===== config.mk =====
export PLATFORM = sky130hd
export DESIGN_NAME = l1_thresh_servo
export DESIGN_NICKNAME = d
export VERILOG_FILES = /design/src/rtl/l1_servo_pkg.sv /design/src/rtl/l1_sat_counter.sv /design/src/rtl/l1_thresh_servo.sv
export SDC_FILE = /design/constraint.sdc
export NUM_CORES = 1
export LEC_CHECK = 0
export ABC_AREA = 1
export CAP_MARGIN = 20
export CORE_ASPECT_RATIO = 1.25
export CORE_UTILIZATION = 35
export CTS_BUF_LIST = sky130_fd_sc_hd__clkbuf_8 sky130_fd_sc_hd__clkbuf_16
export CTS_CLUSTER_SIZE = 40
export DETAILED_ROUTE_END_ITERATION = 16
export HOLD_SLACK_MARGIN = 0.03
export PLACE_DENSITY = 0.64
export RECOVER_POWER = 25
export SYNTH_ARGS = -nofsm -noshare
export SYNTH_HDL_FRONTEND = slang
export SYNTH_HIERARCHICAL = 1
export SYNTH_SLANG_ARGS = --single-unit
export TNS_END_PERCENT = 5

===== constraint.sdc =====
create_clock -name aclk -period 3.45 [get_ports aclk]
set_input_delay 0.5175 -clock aclk [delete_from_list [all_inputs] [get_ports aclk]]
set_output_delay 0.5175 -clock aclk [all_outputs]
set_load 0.02 [all_outputs]

===== src/rtl/l1_servo_pkg.sv =====
// Shared state encoding and saturating threshold arithmetic for the L1 threshold servo.
package l1_servo_pkg;

   localparam int unsigned STEP_BITS = 8;

   typedef enum logic [2:0] {
      StIdle,
      StInit,
      StCount,
      StAdjust,
      StLoad,
      StCommit
   } servo_state_t;

   // Operands are at most 31 bits wide, so the 33-bit sum cannot overflow; lim is the ceiling.
   function automatic logic [31:0] sat_adj(input logic [31:0] thr, input logic [31:0] step,
                                           input logic up, input logic down,
                                           input logic [31:0] lim);
      logic [32:0] sum;
      logic [31:0] res;
      res = thr;
      sum = {1'b0, thr} + {1'b0, step};
      if (up) begin
         res = (sum > {1'b0, lim}) ? lim : sum[31:0];
      end else if (down) begin
         res = (step > thr) ? 32'd0 : thr - step;
      end
      return res;
   endfunction

endpackage


===== src/rtl/l1_sat_counter.sv =====
// Per-beam trigger counter that sticks at all-ones instead of wrapping.
module l1_sat_counter #(
   parameter int unsigned COUNT_BITS = 16
) (
   input  logic                  aclk,
   input  logic                  aresetn,
   input  logic                  i_clear,
   input  logic                  i_inc,
   output logic [COUNT_BITS-1:0] o_count
);

   logic [COUNT_BITS-1:0] r_count;

   always_ff @(posedge aclk) begin
      if (!aresetn) begin
         r_count <= '0;
      end else if (i_clear) begin
         r_count <= '0;
      end else if (i_inc && (r_count != '1)) begin
         r_count <= r_count + COUNT_BITS'(1);
      end
   end

   assign o_count = r_count;

endmodule


===== src/rtl/l1_thresh_servo.sv =====
// Closed-loop per-beam threshold servo: counts triggers over an interval, nudges each
// threshold toward the target rate, then streams the new thresholds into the beamformer.
module l1_thresh_servo
   import l1_servo_pkg::*;
#(
   parameter int unsigned NBEAMS      = 2,
   parameter int unsigned THRESH_BITS = 18,
   parameter int unsigned COUNT_BITS  = 16,
   parameter int unsigned PERIOD_BITS = 24
) (
   input  logic                   aclk,
   input  logic                   aresetn,
   input  logic                   enable_i,
   input  logic [PERIOD_BITS-1:0] period_i,
   input  logic [COUNT_BITS-1:0]  target_i,
   input  logic [STEP_BITS-1:0]   step_i,
   input  logic [THRESH_BITS-1:0] thresh_init_i,
   input  logic [NBEAMS-1:0]      trigger_i,
   output logic [THRESH_BITS-1:0] thresh_o,
   output logic [NBEAMS-1:0]      thresh_ce_o,
   output logic                   update_o,
   output logic                   interval_done_o,
   output logic                   busy_o
);

   localparam int unsigned IDX_W      = (NBEAMS > 1) ? $clog2(NBEAMS) : 1;
   localparam logic [IDX_W-1:0] LAST_IDX = IDX_W'(NBEAMS - 1);
   localparam logic [31:0] THR_MAX    = 32'({THRESH_BITS{1'b1}});

   servo_state_t           r_state;
   logic [IDX_W-1:0]       r_idx;
   logic [PERIOD_BITS-1:0] r_timer;
   logic [THRESH_BITS-1:0] r_thr [NBEAMS];
   logic [THRESH_BITS-1:0] r_thresh;
   logic [NBEAMS-1:0]      r_ce;
   logic                   r_update;
   logic                   r_done;

   logic [COUNT_BITS-1:0]  w_cnt [NBEAMS];
   logic [COUNT_BITS-1:0]  w_cnt_sel;
   logic [PERIOD_BITS-1:0] w_period_m1;
   logic                   w_last;
   logic                   w_clear;
   logic                   w_counting;
   logic [THRESH_BITS-1:0] w_thr_adj;

   assign w_clear    = (r_state == StInit) || (r_state == StCommit);
   assign w_counting = (r_state == StCount);

   for (genvar b = 0; b < NBEAMS; b++) begin : g_cnt
      l1_sat_counter #(
         .COUNT_BITS (COUNT_BITS)
      ) u_cnt (
         .aclk    (aclk),
         .aresetn (aresetn),
         .i_clear (w_clear),
         .i_inc   (w_counting && trigger_i[b]),
         .o_count (w_cnt[b])
      );
   end

   // A programmed period of 0 behaves as a 1-cycle interval.
   assign w_period_m1 = (period_i == '0) ? '0 : period_i - PERIOD_BITS'(1);
   assign w_last      = (r_timer == w_period_m1);

   assign w_cnt_sel = w_cnt[r_idx];
   assign w_thr_adj = THRESH_BITS'(sat_adj(32'(r_thr[r_idx]), 32'(step_i),
                                           w_cnt_sel > target_i, w_cnt_sel < target_i,
                                           THR_MAX));

   always_ff @(posedge aclk) begin
      if (!aresetn) begin
         r_state  <= StIdle;
         r_idx    <= '0;
         r_timer  <= '0;
         r_thresh <= '0;
         r_ce     <= '0;
         r_update <= 1'b0;
         r_done   <= 1'b0;
         for (int b = 0; b < NBEAMS; b++) r_thr[b] <= '0;
      end else begin
         r_ce     <= '0;
         r_update <= 1'b0;
         r_done   <= 1'b0;
         unique case (r_state)
            StIdle: begin
               if (enable_i) r_state <= StInit;
            end
            StInit: begin
               for (int b = 0; b < NBEAMS; b++) r_thr[b] <= thresh_init_i;
               r_idx   <= '0;
               r_timer <= '0;
               r_state <= StLoad;
            end
            StCount: begin
               if (!enable_i) begin
                  r_state <= StIdle;
               end else if (w_last) begin
                  r_idx   <= '0;
                  r_state <= StAdjust;
               end else begin
                  r_timer <= r_timer + PERIOD_BITS'(1);
               end
            end
            StAdjust: begin
               r_thr[r_idx] <= w_thr_adj;
               if (r_idx == LAST_IDX) begin
                  r_idx   <= '0;
                  r_state <= StLoad;
               end else begin
                  r_idx <= r_idx + IDX_W'(1);
               end
            end
            StLoad: begin
               r_thresh <= r_thr[r_idx];
               r_ce     <= NBEAMS'(1) << r_idx;
               if (r_idx == LAST_IDX) begin
                  r_idx   <= '0;
                  r_state <= StCommit;
               end else begin
                  r_idx <= r_idx + IDX_W'(1);
               end
            end
            StCommit: begin
               r_update <= 1'b1;
               r_done   <= 1'b1;
               r_timer  <= '0;
               r_state  <= enable_i ? StCount : StIdle;
            end
            default: r_state <= StIdle;
         endcase
      end
   end

   assign thresh_o        = r_thresh;
   assign thresh_ce_o     = r_ce;
   assign update_o        = r_update;
   assign interval_done_o = r_done;
   assign busy_o          = (r_state != StIdle);

endmodule


==> summary.txt <==
Global route
  – Vias in the first global route: 9390
  – Initial antenna violation count: 0
  – Global Route Usage Sum: 20.9%
  – Largest net degree at the start of global routing: 44
  – Remaining Overflow, GRT: 0
  – First-pass GRT wire length: 45.2 mm

Setup path
  – Worst Path Buf+Inv: 2
  – CP max FO: 11
  – Critical path class: register to register
  – Startpoint Class: register
  – Crit-path cells: o21ai_0 > inv_1 > ha_1 > inv_1 > nand3_1 > nand2_1 > a21oi_1 > o21ai_0 > a21oi_1 > or2_2 > or2_2 > nand3_1 > nand2_1 > nand2_1 > nand2_1 > nand2_1
  – Critical Path RT: 3750 ps
  – CP peak stage delay: 380 ps
  – Most frequent CP cell: nand2_1
  – CP endpoint kind: register
  – Slowest library cell on the worst path: dfxtp_4
  – Crit path DAT: 3400 ps
  – Critical path's top delay family: simple AND/OR/NAND/NOR gates

Place
  – Placed inst area: 10800 µm²
  – Placed insts: 1949
  – Port bufs: 93
  – Detailed-placement wirelength estimate: 21.5 mm
  – Final RePlAce weighted congestion: 0.932
  – Setup WS pre-CTS: -3.13 ps

STA
  – Tcrit/Tclk final: 89.9%
  – Skew final: 8.75 ps
  – Hold_ws: 467 ps
  – Final Max Tran Viols: 0
  – Fmax: 322 MHz
  – Worst-Margin Slew: 1290 ps
  – Post-layout minimum cycle time: 3100 ps
  – Final Hold Fails: 0
  – Final number of setup-violating endpoints: 0
  – RSZ-0062 raised after global routing: no
  – Setup ws final: 347 ps
  – Slew Limit Headroom: 13.6%

Synthesis
  – Cells after Synth: 1514
  – Async SR Flop Fraction: 0%
  – Synth Warn #: 6
  – Post-synthesis sequential area ratio: 29.3%
  – Distinct cells, synth: 40
  – Synthesized cell area: 9300 µm²
  – Post-synth EDFFs: 36
  – Syn_nets: 1623
  – Syn avg cell area: 6.14 µm²
  – Top_reg_cell synth: dfxtp_1
  – FF+latch count, synth: 118

Finish
  – Fin area: 11500 µm²
  – Final Non-Filler Cells: 1983
  – Multi-input logic area: 5670 µm²
  – Fillers: 2804
  – Layout Nets: 1738
  – Fraction of layout cells with a size suffix above 1: 6.88%
  – Area grow syn2layout: 23.3%
  – Most frequent cells in the layout: nand2_1 (450), nor2_1 (217), inv_1 (181)
  – Commonest non-fill, non-tap cell in the layout: nand2_1
  – Register area: 2730 µm²

Floorplanning
  – Die area: 27200 µm²
  – I/O Pins: 94
  – Die H: 184 µm
  – Num rows: 66
  – Initial core utilization: 35.6%
  – Chip Width: 148 µm
  – Total core area: 26100 µm²

Detailed routing
  – Initial DRC count: 655
  – Pre-Repair DR Iteration Count: 7
  – # DRC: 0
  – Routed len/inst: 14.1 µm
  – Drt total wl: 28.0 mm
  – Via density: 5.06
  – ANT nets after route: 0
  – Routed vias: 10041

Clocking
  – Num Clock Sinks: 118
  – Setup bufs post-CTS: 0
  – CTS tree: built
  – Maximum buffer depth of the clock tree: 2
  – H-tree Lvls: 4
  – Clock-pin slew on the worst setup and hold paths: 60 ps
  – Cell chosen for the clock root: clkbuf_16
  – CTS buffer count: 17
  – Worst-Skew Late Latency: 430 ps

Pwr
  – Total power: 6850 µW
  – Power Dens Cells: 597 nW/µm²
  – Peak VDD IR: 0.000428 V
  – Pleak: 0.00505 µW

Hold path
  – Hold WC Path Type: register to register

Flow run
  – Max-Cap Viols: 0

Status
  – Outcome: completed
[repair_timing]
| action | 4_1_cts | 5_1_grt |
|---|---|---|
| gates resized for setup | 0 | 14 |
| hold buffers | 0 | 0 |
| endpoints found under the setup margin | 0 | 36 |
| endpoints found under the hold margin | 0 | 0 |
[cells in the mapped netlist, types with 2 or more instances]
library cell  count  area share, %
a211oi_1          6           0.48
nand3_1         135            7.3
buf_2            15           0.81
xnor2_1           2           0.19
inv_1           179            7.2
mux2_2            3           0.36
dfxtp_1          82             18
xor2_1           33            3.1
nand4_1          46            3.1
nand3b_1          5           0.40
ha_1             36            4.8
buf_6             4           0.48
o21ai_0          65            3.5
buf_1             2          0.081
nor3_1           16           0.86
clkbuf_1         26            1.0
nor2_2           12           0.81
fa_1              2           0.43
edfxtp_1         36             12
nand2_1         450             18
nand2_2           4           0.27
o21ai_1           8           0.43
or2_2             4           0.27
o211ai_1          6           0.48
o21bai_1          7           0.57
a21oi_1          87            4.7
buf_4             2           0.16
nor4_1           12           0.81
nor2_1          218            8.8
[flip-flops by register name, indices dropped and copies added, names as in the netlist, named ones only]
signal               cells
g_cnt.u_cnt/o_count     32
interval_done_o          1
r_idx                    1
r_state                  3
r_thr                   36
r_timer                 24
thresh_ce_o              2
thresh_o                18
[where the power goes]
part | leakage (µW) | internal, µW | switching (µW)
registers | 0.00105 | 1700 | 112
clock network | 0.000316 | 1190 | 646
logic | 0.00368 | 1120 | 2070
total | 0.00505 | 4020 | 2830
[area by class of cell]
cell class                      count  share of cell area (%)
Clock buffer                       22                    4.51
Clock inverter                     10                   0.873
Tap cell                          340                    3.71
Multi-Input combinational cell   1167                    49.5
Antenna cell                        1                  0.0218
Timing Repair inverter              1                  0.0655
Inverter                          180                    5.93
Sequential cell                   118                    23.8
Timing Repair Buffer              144                    11.6
[worst min-delay path, stage by stage, from the launching register on]
cell and delay [ps]:
dfxtp_1 310, nand2_1 60, a21oi_1 50
[worst paths after layout]
kind              cells past startpoint                     start  slack (ps)                        to
hold reg to reg                       2  thresh_o[5]$_SDFFE_PN0P_         470  thresh_o[5]$_SDFFE_PN0P_
setup / recovery                     16                  register         350    r_thr[0][11]$_DFFE_PP_
hold / removal                        2  thresh_o[5]$_SDFFE_PN0P_         470  thresh_o[5]$_SDFFE_PN0P_
setup reg to reg                     16                  register         350    r_thr[0][11]$_DFFE_PP_
[cell families (layout without fill, tap and decap cells)]
family | count (synthesis) | count (layout) | synth area share (%)
buffers and inverters | 229 | 357 | 9.85
XOR/XNOR | 35 | 35 | 3.30
AO/OA/AOI/OAI | 185 | 185 | 10.7
adder cells (fa/ha/maj) | 38 | 38 | 5.28
flip-flops | 118 | 118 | 29.3
other | 0 | 1 | 0
multiplexers | 4 | 4 | 0.471
AND/OR/NAND/NOR | 905 | 905 | 41.1
[routing by layer]
layer	up-vias	global-route usage [%]	part of all wire [%]
met4	0	10.1	3.3
li1	5146	-	-
met2	238	37.2	50
met5	-	0	0
met3	55	2.75	3.4
met1	4602	24.5	44
[through the flow]
step,util [%],setup TNS [ps]
after CTS,43.8,0
after global routing,43.9,0
after floorplan,-,0
final,43.9,0
after global placement,41.5,0
after detailed placement,41.5,-7.60
No activity file was read; power rests on OpenSTA's default activity.
